<file path="src/rtl/user_spi_flash_reader.sv">
// rtl/user_spi_flash_reader.sv - SPI NOR flash word reader (opcode + 24-bit address, 32-bit little-endian read)
//
// Reads one 32-bit word per request from a serial flash in SPI mode 0.
// A transaction shifts READ_CMD and the 24-bit address out MSB first. It then
// clocks in four bytes and returns them assembled little-endian. A short
// chip-select-high gap follows before the next request can be accepted.
//
// Ports:
//   wb_clk_i   - system clock, rising edge
//   wb_rst_i   - synchronous active-high reset
//   req_valid  - read request present
//   req_ready  - block idle and able to accept a request
//   req_addr   - byte address of the word to read
//   rsp_valid  - one-cycle pulse, rsp_data holds the new word
//   rsp_data   - last word read, held until the next rsp_valid
//   busy       - transaction or gap in progress
//   flash_csb  - chip select, active low
//   flash_clk  - SPI clock (idles low)
//   flash_io0  - MOSI
//   flash_io1  - MISO
module user_spi_flash_reader #(
  parameter int          CLK_DIV  = 2,
  parameter logic [7:0]  READ_CMD = 8'h03
) (
  input  logic        wb_clk_i,
  input  logic        wb_rst_i,
  input  logic        req_valid,
  output logic        req_ready,
  input  logic [23:0] req_addr,
  output logic        rsp_valid,
  output logic [31:0] rsp_data,
  output logic        busy,
  output logic        flash_csb,
  output logic        flash_clk,
  output logic        flash_io0,
  input  logic        flash_io1
);

  typedef enum logic [2:0] {IDLE, CMD, ADDR, DATA, GAP} state_t;

  localparam logic [7:0] DIV_LAST = 8'(CLK_DIV - 1);

  state_t      state, state_next;
  logic [7:0]  div_cnt;
  logic [6:0]  bit_cnt;
  logic        sck;
  logic [31:0] tx_sr;
  logic [30:0] rx_sr;
  logic [31:0] rsp_data_q;
  logic        rsp_valid_q;
  logic [31:0] rx_word;

  logic phase_end;
  logic bit_end;
  logic shifting;
  logic accept;

  assign phase_end = (div_cnt == DIV_LAST);
  // A bit ends on the last system cycle of its high phase.
  assign bit_end   = phase_end && sck;
  assign shifting  = (state == CMD) || (state == ADDR) || (state == DATA);
  assign accept    = req_valid && req_ready;
  // Completed big-endian byte stream including the bit sampled this cycle.
  assign rx_word   = {rx_sr, flash_io1};

  assign req_ready = (state == IDLE) && !wb_rst_i;
  assign busy      = (state != IDLE);
  assign flash_csb = !shifting;
  assign flash_clk = sck;
  assign flash_io0 = ((state == CMD) || (state == ADDR)) && tx_sr[31];
  assign rsp_valid = rsp_valid_q;
  assign rsp_data  = rsp_data_q;

  always_ff @(posedge wb_clk_i) begin
    if (wb_rst_i) begin
      state <= IDLE;
    end else begin
      state <= state_next;
    end
  end

  always_comb begin
    state_next = state;
    case (state)
      IDLE: if (accept) state_next = CMD;
      CMD:  if (bit_end && bit_cnt == 7'd7)  state_next = ADDR;
      ADDR: if (bit_end && bit_cnt == 7'd31) state_next = DATA;
      DATA: if (bit_end && bit_cnt == 7'd63) state_next = GAP;
      // In GAP bit_cnt counts elapsed half-periods; the extra cycle at
      // count 2 gives the 2*CLK_DIV+1 cycle chip-select-high window.
      GAP:  if (bit_cnt == 7'd2) state_next = IDLE;
      default: state_next = IDLE;
    endcase
  end

  always_ff @(posedge wb_clk_i) begin
    if (wb_rst_i) begin
      div_cnt     <= 8'd0;
      bit_cnt     <= 7'd0;
      sck         <= 1'b0;
      tx_sr       <= 32'd0;
      rx_sr       <= 31'd0;
      rsp_data_q  <= 32'd0;
      rsp_valid_q <= 1'b0;
    end else begin
      rsp_valid_q <= 1'b0;
      case (state)
        IDLE: begin
          if (accept) begin
            tx_sr   <= {READ_CMD, req_addr};
            div_cnt <= 8'd0;
            bit_cnt <= 7'd0;
            sck     <= 1'b0;
          end
        end
        CMD, ADDR, DATA: begin
          if (phase_end) begin
            div_cnt <= 8'd0;
            sck     <= ~sck;
          end else begin
            div_cnt <= div_cnt + 8'd1;
          end
          if (bit_end) begin
            bit_cnt <= bit_cnt + 7'd1;
            // Shifting here makes the next MOSI bit appear at the start of
            // the following low phase.
            tx_sr   <= {tx_sr[30:0], 1'b0};
            if (state == DATA) begin
              rx_sr <= rx_word[30:0];
            end
            if (bit_cnt == 7'd63) begin
              bit_cnt     <= 7'd0;
              // First byte on the wire lands in the least significant lane.
              rsp_data_q  <= {rx_word[7:0], rx_word[15:8], rx_word[23:16], rx_word[31:24]};
              rsp_valid_q <= 1'b1;
            end
          end
        end
        GAP: begin
          if (phase_end) begin
            div_cnt <= 8'd0;
            bit_cnt <= bit_cnt + 7'd1;
          end else begin
            div_cnt <= div_cnt + 8'd1;
          end
        end
        default: begin
          div_cnt <= 8'd0;
          bit_cnt <= 7'd0;
          sck     <= 1'b0;
        end
      endcase
    end
  end

endmodule

</file>
<file path="config.mk">
export PLATFORM = sky130hd
export DESIGN_NAME = user_spi_flash_reader
export DESIGN_NICKNAME = d
export VERILOG_FILES = /design/src/rtl/user_spi_flash_reader.sv
export SDC_FILE = /design/constraint.sdc
export NUM_CORES = 1
export LEC_CHECK = 0
export CAP_MARGIN = 25
export CORE_MARGIN = 10
export CORE_UTILIZATION = 40
export DETAILED_ROUTE_END_ITERATION = 8
export PLACE_DENSITY = 0.7
export SYNTH_ARGS = -nofsm -noshare
export SYNTH_HDL_FRONTEND = slang
export SYNTH_SLANG_ARGS = --single-unit
export TNS_END_PERCENT = 30
</file>
<file path="constraint.sdc">
create_clock -name wb_clk_i -period 2.7 [get_ports wb_clk_i]
set_input_delay 0.405 -clock wb_clk_i [delete_from_list [all_inputs] [get_ports wb_clk_i]]
set_output_delay 0.405 -clock wb_clk_i [all_outputs]
set_load 0.01 [all_outputs]
</file>
==> impl_summary.txt, run 1 <==
----------------------------------------------------
[Drt]
  Remaining antenna violation count ... 0
  Total via count after detailed routing ... 4,069
  Length of the first detailed-routing pass in iterations ... 4
  Avg WL per Cell ... 13.4 µm
  Sum of routed wire length over all layers ... 10,600 µm
  Remaining routing DRC violations ... 0
  Starting DRT DRC Count ... 401
  Detail-routed via count per cell ... 5.13

[Logic synthesis]
  Post-synthesis cell count ... 586
  Number of flops mapped to enable cells by yosys ... 0
  Post-synthesis net count ... 619
  Biggest area consumer among synthesized cells ... sky130_fd_sc_hd__dfxtp_1
  Synth Area per Inst ... 8.09 µm²
  Dominant register cell in the synthesized netlist ... sky130_fd_sc_hd__dfxtp_1
  Sequential-to-total area share from yosys stat ... 48.6%
  Number of synthesized register bits ... 115
  Async set or reset register ratio after synthesis ... 0%
  Portion of synthesized cell area occupied by the leading cell type ... 48.6%
  Synthesis Warnings ... 0
  Top cells by area, synth ... sky130_fd_sc_hd__dfxtp_1, sky130_fd_sc_hd__nand2_1, sky130_fd_sc_hd__a21oi_1
  Cell area after synthesis ... 0.00474 mm²
  Number of unique standard cell types used by synthesis ... 51

[Pwr]
  Internal power ... 3.96 mW
  Switching Power ... 1.76 mW
  Relative contribution of the clock network to total power ... 39.5%
  LEAKAGE ... 2.12 nW
  Power consumption ... 5.72 mW
  Register share of total power ... 35.8%
  IR Drop Worst-Case VDD ... 0.492 mV
  Comb pwr share ... 24.7%
  Power density normalized to cell area ... 944 mW/mm²
  Switch share ... 30.8%

[Die]
  Starting utilization of the core area ... 41.2%
  Area of the die ... 0.0166 mm²
  Die height ... 129 µm
  Width of the chip ... 129 µm
  Std cell rows ... 39
  Count of boundary I/O pins ... 66
  Placeable Area ... 0.0115 mm²

[Placed design]
  Post-placement cell area ... 0.00545 mm²
  GP Congestion ... 0.827
  Pre-CTS setup slack ... 0.486 ns
  Count of buffers from port buffering ... 65
  Half-perimeter wire length after detailed placement ... 7070 µm
  Cells after DPL ... 761

[STA]
  Worst hold slack ... 0.348 ns
  Worst Setup Slack, final ... 0.145 ns
  Relative slew slack ... 41.7%
  Unrepaired setup endpoints after global routing ... false
  Count of pins over their slew limit ... 0
  Fmax ... 391 MHz
  Tcrit/Tclk final ... 94.6%
  Hold violation total from the final report ... 0
  Period minus WS final ... 2.56 ns
  Final setup skew ... 0.00674 ns
  Slew at the pin with the worst max-slew slack ... 0.875 ns
  Post-route setup TNS ... 0 ns
  Final setup violation count ... 0

[CTS]
  Num CTS Buffers ... 17
  Number of H-tree levels ... 4
  Hold buffer count at CTS ... 0
  Count of buffers added by post-CTS timing repair for setup ... 0
  TritonCTS clock tree ... built
  Clk_lat worst skew ... 0.40 ns
  Post-CTS sizing ... 0
  Clock tree buffer depth ... 2
  Number of sinks driven by the clock tree ... 115
  Register clock-pin slew on the reported worst setup and hold paths ... 0.05 ns
  CTS Root Buffer Type ... sky130_fd_sc_hd__clkbuf_16

[Global routing]
  Wire length of the first global-routing pass ... 18,000 µm
  Global-route usage over all layers ... 13.2%
  Number of global-route vias before repair ... 3,879
  Number of antenna violations at the first check in global routing ... 0
  Maximum number of pins on one net before global-route repair ... 89
  Leftover overflow at the end of global routing ... 0

[Cells and area]
  Number of antenna diodes ... 0
  Leading cell type in the layout, fill and taps excluded ... sky130_fd_sc_hd__nand2_1
  Count of non-filler cells in the finished layout ... 793
  Count of nets after finishing ... 670
  Area of all placed cells without fillers ... 0.00606 mm²
  Total of fill cells in the finished design ... 1,055
  Area growth from synthesis to final layout ... 27.9%
  Post-Route Utilization ... 52.6%
  Most frequent cells in the layout ... sky130_fd_sc_hd__nand2_1, sky130_fd_sc_hd__dfxtp_1, sky130_fd_sc_hd__a21oi_1
  Share of post-route cells with drive strength above 1 ... 8.31%

[Hold path]
  Class of the tightest hold or removal check ... in -> reg

[Setup path]
  Setup CP Type ... reg -> out
  Sequence of cells on the critical path ... nor2_2 > inv_1 > clkdlybuf4s50_1
  Critical path buffers and inverters ... 2
  Slowest stage cell on the critical path ... sky130_fd_sc_hd__clkdlybuf4s50_1
  Critical path launch point type ... register
  Endpoint arrival time on the critical path ... 2.15 ns
  Max Fanout on Critical Path ... 14
  Worst stage delay on the critical path ... 0.64 ns
  Worst setup EP type ... output pin
  Required time at the endpoint of the critical path ... 2.30 ns
  Kind of cell adding the most delay to the critical path ... buffers and inverters

[Flow run]
  Max-cap violations ... 0

[Outcome]
  Result of the run ... finished, final reports clean

----------------------------------------------------
## cell type report
| cell class | count | area (µm²) | area share, % |
|---|---|---|---|
| clock inverters | 13 | 159 | 2.62 |
| multi-input cells | 425 | 2230 | 36.8 |
| inverters | 6 | 22.5 | 0.372 |
| flip-flops and latches | 115 | 2300 | 38.0 |
| clock buffers | 19 | 453 | 7.47 |
| repair buffers | 72 | 713 | 11.8 |
| well taps | 143 | 179 | 2.95 |
## path summary, 6_finish.rpt
kind                start           end  slack, ns  cells past startpoint
max reg2reg    div_cnt[0]     tx_sr[17]       0.39                      7
min              wb_rst_i     flash_clk       0.35                      2
max              state[2]     flash_csb       0.14                      3
min reg2reg  rsp_data[30]  rsp_data[30]       0.45                      2
## flip-flops by register name, indices dropped and copies added, names as in the netlist
| name | flops |
|---|---|
| flash_clk | 1 |
| div_cnt | 8 |
| tx_sr | 32 |
| rx_sr | 31 |
| state | 3 |
| bit_cnt | 7 |
| rsp_data | 32 |
| rsp_valid | 1 |
## kinds of logic (layout without fill, tap and decap cells)
logic type	count (synthesis)	count (layout)	synth area share [%]
compound gates	118	118	16.5
fa+ha+maj	5	5	1.32
mux	6	6	1.27
xor+xnor	8	8	1.48
flops	115	115	48.6
buf+inv	46	110	4.41
simple gates	288	288	26.5
## Yosys cell counts (all sizes together), types with 2 or more instances
cell / instances
nor3: 6
a211oi: 3
nand4: 4
o21ai: 3
nor4b: 3
mux2i: 6
clkbuf: 26
nand2: 187
a31o: 2
a22oi: 3
and3: 2
xnor2: 3
ha: 5
and2: 7
nand3: 7
nor2: 55
nand2b: 2
xor2: 5
and4: 4
inv: 6
buf: 14
dfxtp: 115
o211ai: 2
a311oi: 23
nor3b: 5
a21oi: 69
a32o: 2
o2bb2ai: 2
## power by group through the flow
stage	sequential [mW]	combinational [mW]	clock [mW]
after floorplan	2.04	1.15	0
after global placement	2.07	1.37	0
after detailed placement	2.08	1.41	0
after CTS	2.05	1.42	2.31
after global routing	2.08	1.60	2.39
final	2.05	1.41	2.26
## per-layer routing
layer / track usage, % / vias to the layer above / share of wire [%]
met5: 0 / - / 0
met4: 7.16 / 0 / 2.0
met3: 4.48 / 20 / 5.4
met2: 21.8 / 78 / 49
met1: 14.8 / 1885 / 44
li1: - / 2086 / -
(Power assumes the default switching activity.)
==> run 2: changes to the inputs <==
--- a/config.mk
+++ b/config.mk
@@ -5,11 +5,13 @@
 export SDC_FILE = /design/constraint.sdc
 export NUM_CORES = 1
 export LEC_CHECK = 0
-export CAP_MARGIN = 25
+export CELL_PAD_IN_SITES_DETAIL_PLACEMENT = 1
+export CELL_PAD_IN_SITES_GLOBAL_PLACEMENT = 1
 export CORE_MARGIN = 10
 export CORE_UTILIZATION = 40
 export DETAILED_ROUTE_END_ITERATION = 8
-export PLACE_DENSITY = 0.7
+export GPL_TIMING_DRIVEN = 0
+export PLACE_DENSITY = 0.88
 export SYNTH_ARGS = -nofsm -noshare
 export SYNTH_HDL_FRONTEND = slang
 export SYNTH_SLANG_ARGS = --single-unit
==> run 2 against run 1 <==
Compared with the run above:
- flip-flop and latch count unchanged
- clock-buffer cell count down 2
- non-clock buffer count up 35
- via count up 8.3%
- final area up 2.3%
- critical path type is now in -> out
- largest cell class unchanged
==> impl_summary.txt, run 2 (synthesized netlist as in run 1, its figures left out) <==
----------------------------------------------------
[Hold path]
  Cell depth of the worst hold path ... 2 (unchanged)
  Hold Startpoint ... rsp_data[27]
  Endpoint of the worst hold-timing path ... rsp_data[27]
  Class of the tightest hold or removal check ... reg -> reg

[Pwr]
  Power density normalized to cell area ... 973 mW/mm² (+3.1%)
  IR Drop Worst-Case VDD ... 0.482 mV (-2.0%)
  Register share of total power ... 33.9% (-1.9 points)
  Comb pwr share ... 27.8% (+3.1 points)
  Relative contribution of the clock network to total power ... 38.4% (-1.1 points)
  LEAKAGE ... 2.18 nW (+3.0%)
  Switching Power ... 2.02 mW (+15%)
  Power consumption ... 6.04 mW (+5.5%)
  Internal power ... 4.01 mW (+1.3%)
  Switch share ... 33.5% (+2.7 points)

[Die]
  Count of boundary I/O pins ... 66 (unchanged)
  Die height ... 129 µm (unchanged)
  Starting utilization of the core area ... 41.2% (unchanged)
  Area of the die ... 0.0166 mm² (unchanged)
  Placeable Area ... 0.0115 mm² (unchanged)
  Width of the chip ... 129 µm (unchanged)
  Std cell rows ... 39 (unchanged)

[STA]
  Count of pins over their slew limit ... 0 (unchanged)
  Tcrit/Tclk final ... 96.9% (+2.3 points)
  Period minus WS final ... 2.62 ns (+0.0613 ns)
  Unrepaired setup endpoints after global routing ... false
  Slew at the pin with the worst max-slew slack ... 0.709 ns (-0.166 ns)
  Final setup violation count ... 0 (unchanged)
  Fmax ... 382 MHz (-2.3%)
  Hold violation total from the final report ... 0 (unchanged)
  Worst Setup Slack, final ... 0.0836 ns (-0.0613 ns)
  Relative slew slack ... 52.5% (+11 points)
  Worst hold slack ... 0.455 ns (+0.107 ns)
  Final setup skew ... 0.00694 ns (+0.000195 ns)

[CTS]
  Clk_lat worst skew ... 0.42 ns (+0.02 ns)
  CTS Root Buffer Type ... sky130_fd_sc_hd__clkbuf_16
  TritonCTS clock tree ... built
  Clock tree buffer depth ... 2 (unchanged)
  Number of sinks driven by the clock tree ... 115 (unchanged)
  Number of H-tree levels ... 4 (unchanged)
  Register clock-pin slew on the reported worst setup and hold paths ... 0.06 ns (about the same)
  Num CTS Buffers ... 17 (unchanged)

[Cells and area]
  Leading cell type in the layout, fill and taps excluded ... sky130_fd_sc_hd__nand2_1
  Count of nets after finishing ... 705 (+5.2%)
  Share of post-route cells with drive strength above 1 ... 9.49% (+1.2 points)
  Total of fill cells in the finished design ... 1,394 (+32%)
  Number of antenna diodes ... 0 (unchanged)
  Area growth from synthesis to final layout ... 30.9%
  Total area of multi-input combinational cells ... 0.00223 mm² (unchanged)
  Post-Route Utilization ... 53.9% (+1.2 points)
  Most frequent cells in the layout ... sky130_fd_sc_hd__nand2_1, sky130_fd_sc_hd__dfxtp_1, sky130_fd_sc_hd__a21oi_1
  Register area ... 0.00230 mm² (unchanged)

[Setup path]
  Cell type with the highest occurrence count on the critical path ... sky130_fd_sc_hd__clkbuf_1
  Required time at the endpoint of the critical path ... 2.30 ns (about the same)
  Worst setup EP type ... output pin
  Worst flop-to-flop path startpoint ... state[1]
  Critical path buffers and inverters ... 4 (+2)
  Sequence of cells on the critical path ... clkbuf_1 > clkbuf_1 > clkbuf_2 > nor2_1 > clkdlybuf4s50_1
  Stages on the worst setup path ... 5 (+2)
  Kind of cell adding the most delay to the critical path ... buffers and inverters
  Worst setup slack for register-to-register paths ... 0.25 ns (-0.14 ns)
  Slowest stage cell on the critical path ... sky130_fd_sc_hd__clkdlybuf4s50_1
  Worst stage delay on the critical path ... 0.48 ns (-0.16 ns)
  Endpoint arrival time on the critical path ... 2.21 ns (+0.06 ns)
  Max Fanout on Critical Path ... 10 (-4)
  Setup CP Type ... in -> out
  Critical path launch point type ... primary input
  Capture instance of the worst register-to-register path ... rsp_data[10]
  R2R cell count ... 9 (+2)

[Outcome]
  Result of the run ... finished, final reports clean

[Global routing]
  Wire length of the first global-routing pass ... 24,000 µm (+33%)
  Global-route usage over all layers ... 18.0% (+4.8 points)
  Number of global-route vias before repair ... 4,772 (+23%)
  Number of antenna violations at the first check in global routing ... 0 (unchanged)
  Leftover overflow at the end of global routing ... 0 (unchanged)
  Maximum number of pins on one net before global-route repair ... 17 (-81%)

[Drt]
  Sum of routed wire length over all layers ... 14,600 µm (+37%)
  Length of the first detailed-routing pass in iterations ... 5 (+1)
  Starting DRT DRC Count ... 247 (-38%)
  Avg WL per Cell ... 17.6 µm (+31%)
  Detail-routed via count per cell ... 5.32 (+3.8%)
  Remaining antenna violation count ... 0 (unchanged)
  Remaining routing DRC violations ... 0 (unchanged)
  Total via count after detailed routing ... 4,408 (+8.3%)

[Placed design]
  Count of buffers from port buffering ... 64 (-1.5%)
  GP Congestion ... 0.808 (-2.3%)
  Pre-CTS setup slack ... -0.0440 ns (-0.530 ns)
  Half-perimeter wire length after detailed placement ... 9890 µm (+40%)

[Flow run]
  Max-cap violations ... 0 (unchanged)

----------------------------------------------------
==> run 2: changes by cell type in the layout (fill, tap and decap cells not counted), sizes merged <==
cell / previous run / this run
buf: 8 / 18
clkbuf: 19 / 42
clkinv: 7 / 6
clkinvlp: 3 / 5
inv: 6 / 7
==> run 2: how the worst max path moves through the flow <==
stage,from,end,slack [ns]
finish,wb_rst_i,req_ready,0.08
CTS,state[1],flash_csb,0.006
global route,wb_rst_i,req_ready,0.0004
global placement,wb_rst_i,req_ready,0.005
detailed placement,wb_rst_i,req_ready,-0.04
floorplan,div_cnt[0],tx_sr[28],0.79
==> run 2: worst register-to-register path: cells and delay by family, from the launching register on <==
family                 cells  cell delay (ns)
AND/OR/NAND/NOR            4             0.86
buffers and inverters      4             0.85
flip-flops                 1             0.50
AO/OA/AOI/OAI              1             0.09
==> run 2: area by class of cell <==
type / instances / area share [%]
clock inverters: 15 / 2.94
clock buffers: 17 / 6.86
multi-input cells: 425 / 36.0
plain buffers: 39 / 2.96
flip-flops and latches: 115 / 37.1
well taps: 143 / 2.88
repair buffers: 68 / 10.8
inverters: 6 / 0.424
==> run 2: what timing repair did <==
action / CTS / global route
gates resized for setup: 3 / 0
gates cloned: 0 / 0
setup buffers: 0 / 4
setup endpoints to repair: 2 / 1
hold buffers: 0 / 0
hold endpoints to repair: 0 / 0
pin swaps: 0 / 0
==> run 2: power by group through the flow <==
stage               sequential (mW)  combinational [mW]  clock (mW)
global placement               2.06                1.50           0
floorplan                      2.04                1.15           0
global route                   2.07                1.86        2.43
detailed placement             2.08                1.58           0
finish                         2.04                1.68        2.32
CTS                            2.05                1.63        2.34
==> run 2: per-layer routing <==
| metal | share of wire [%] | up-vias | routed length (µm) | global-route usage, % |
|---|---|---|---|---|
| li1 | - | 2163 | - | - |
| met1 | 42 | 2152 | 6110 | 19.7 |
| met2 | 53 | 71 | 7710 | 32.3 |
| met3 | 3.6 | 22 | 522 | 4.48 |
| met4 | 1.7 | 0 | 254 | 7.76 |
| met5 | 0 | - | 0 | 0 |
==> run 2: stage by stage <==
step | setup TNS [ns] | cell area (µm²) | std cells
floorplan | 0 | 4740 | 586
global placement | 0 | 5560 | 793
detailed placement | -0.0440 | 5560 | 793
CTS | 0 | 6170 | 824
global route | 0 | 6200 | 828
finish | 0 | 6200 | 828
==> run 3: changes to the inputs <==
--- a/config.mk
+++ b/config.mk
@@ -9,6 +9,7 @@
 export CELL_PAD_IN_SITES_GLOBAL_PLACEMENT = 1
 export CORE_MARGIN = 10
 export CORE_UTILIZATION = 40
+export CTS_CLUSTER_SIZE = 30
 export DETAILED_ROUTE_END_ITERATION = 8
 export GPL_TIMING_DRIVEN = 0
 export PLACE_DENSITY = 0.88
==> results of run 3 <==
Same layout as run 2: the final DEF is identical, and so are final timing and power.
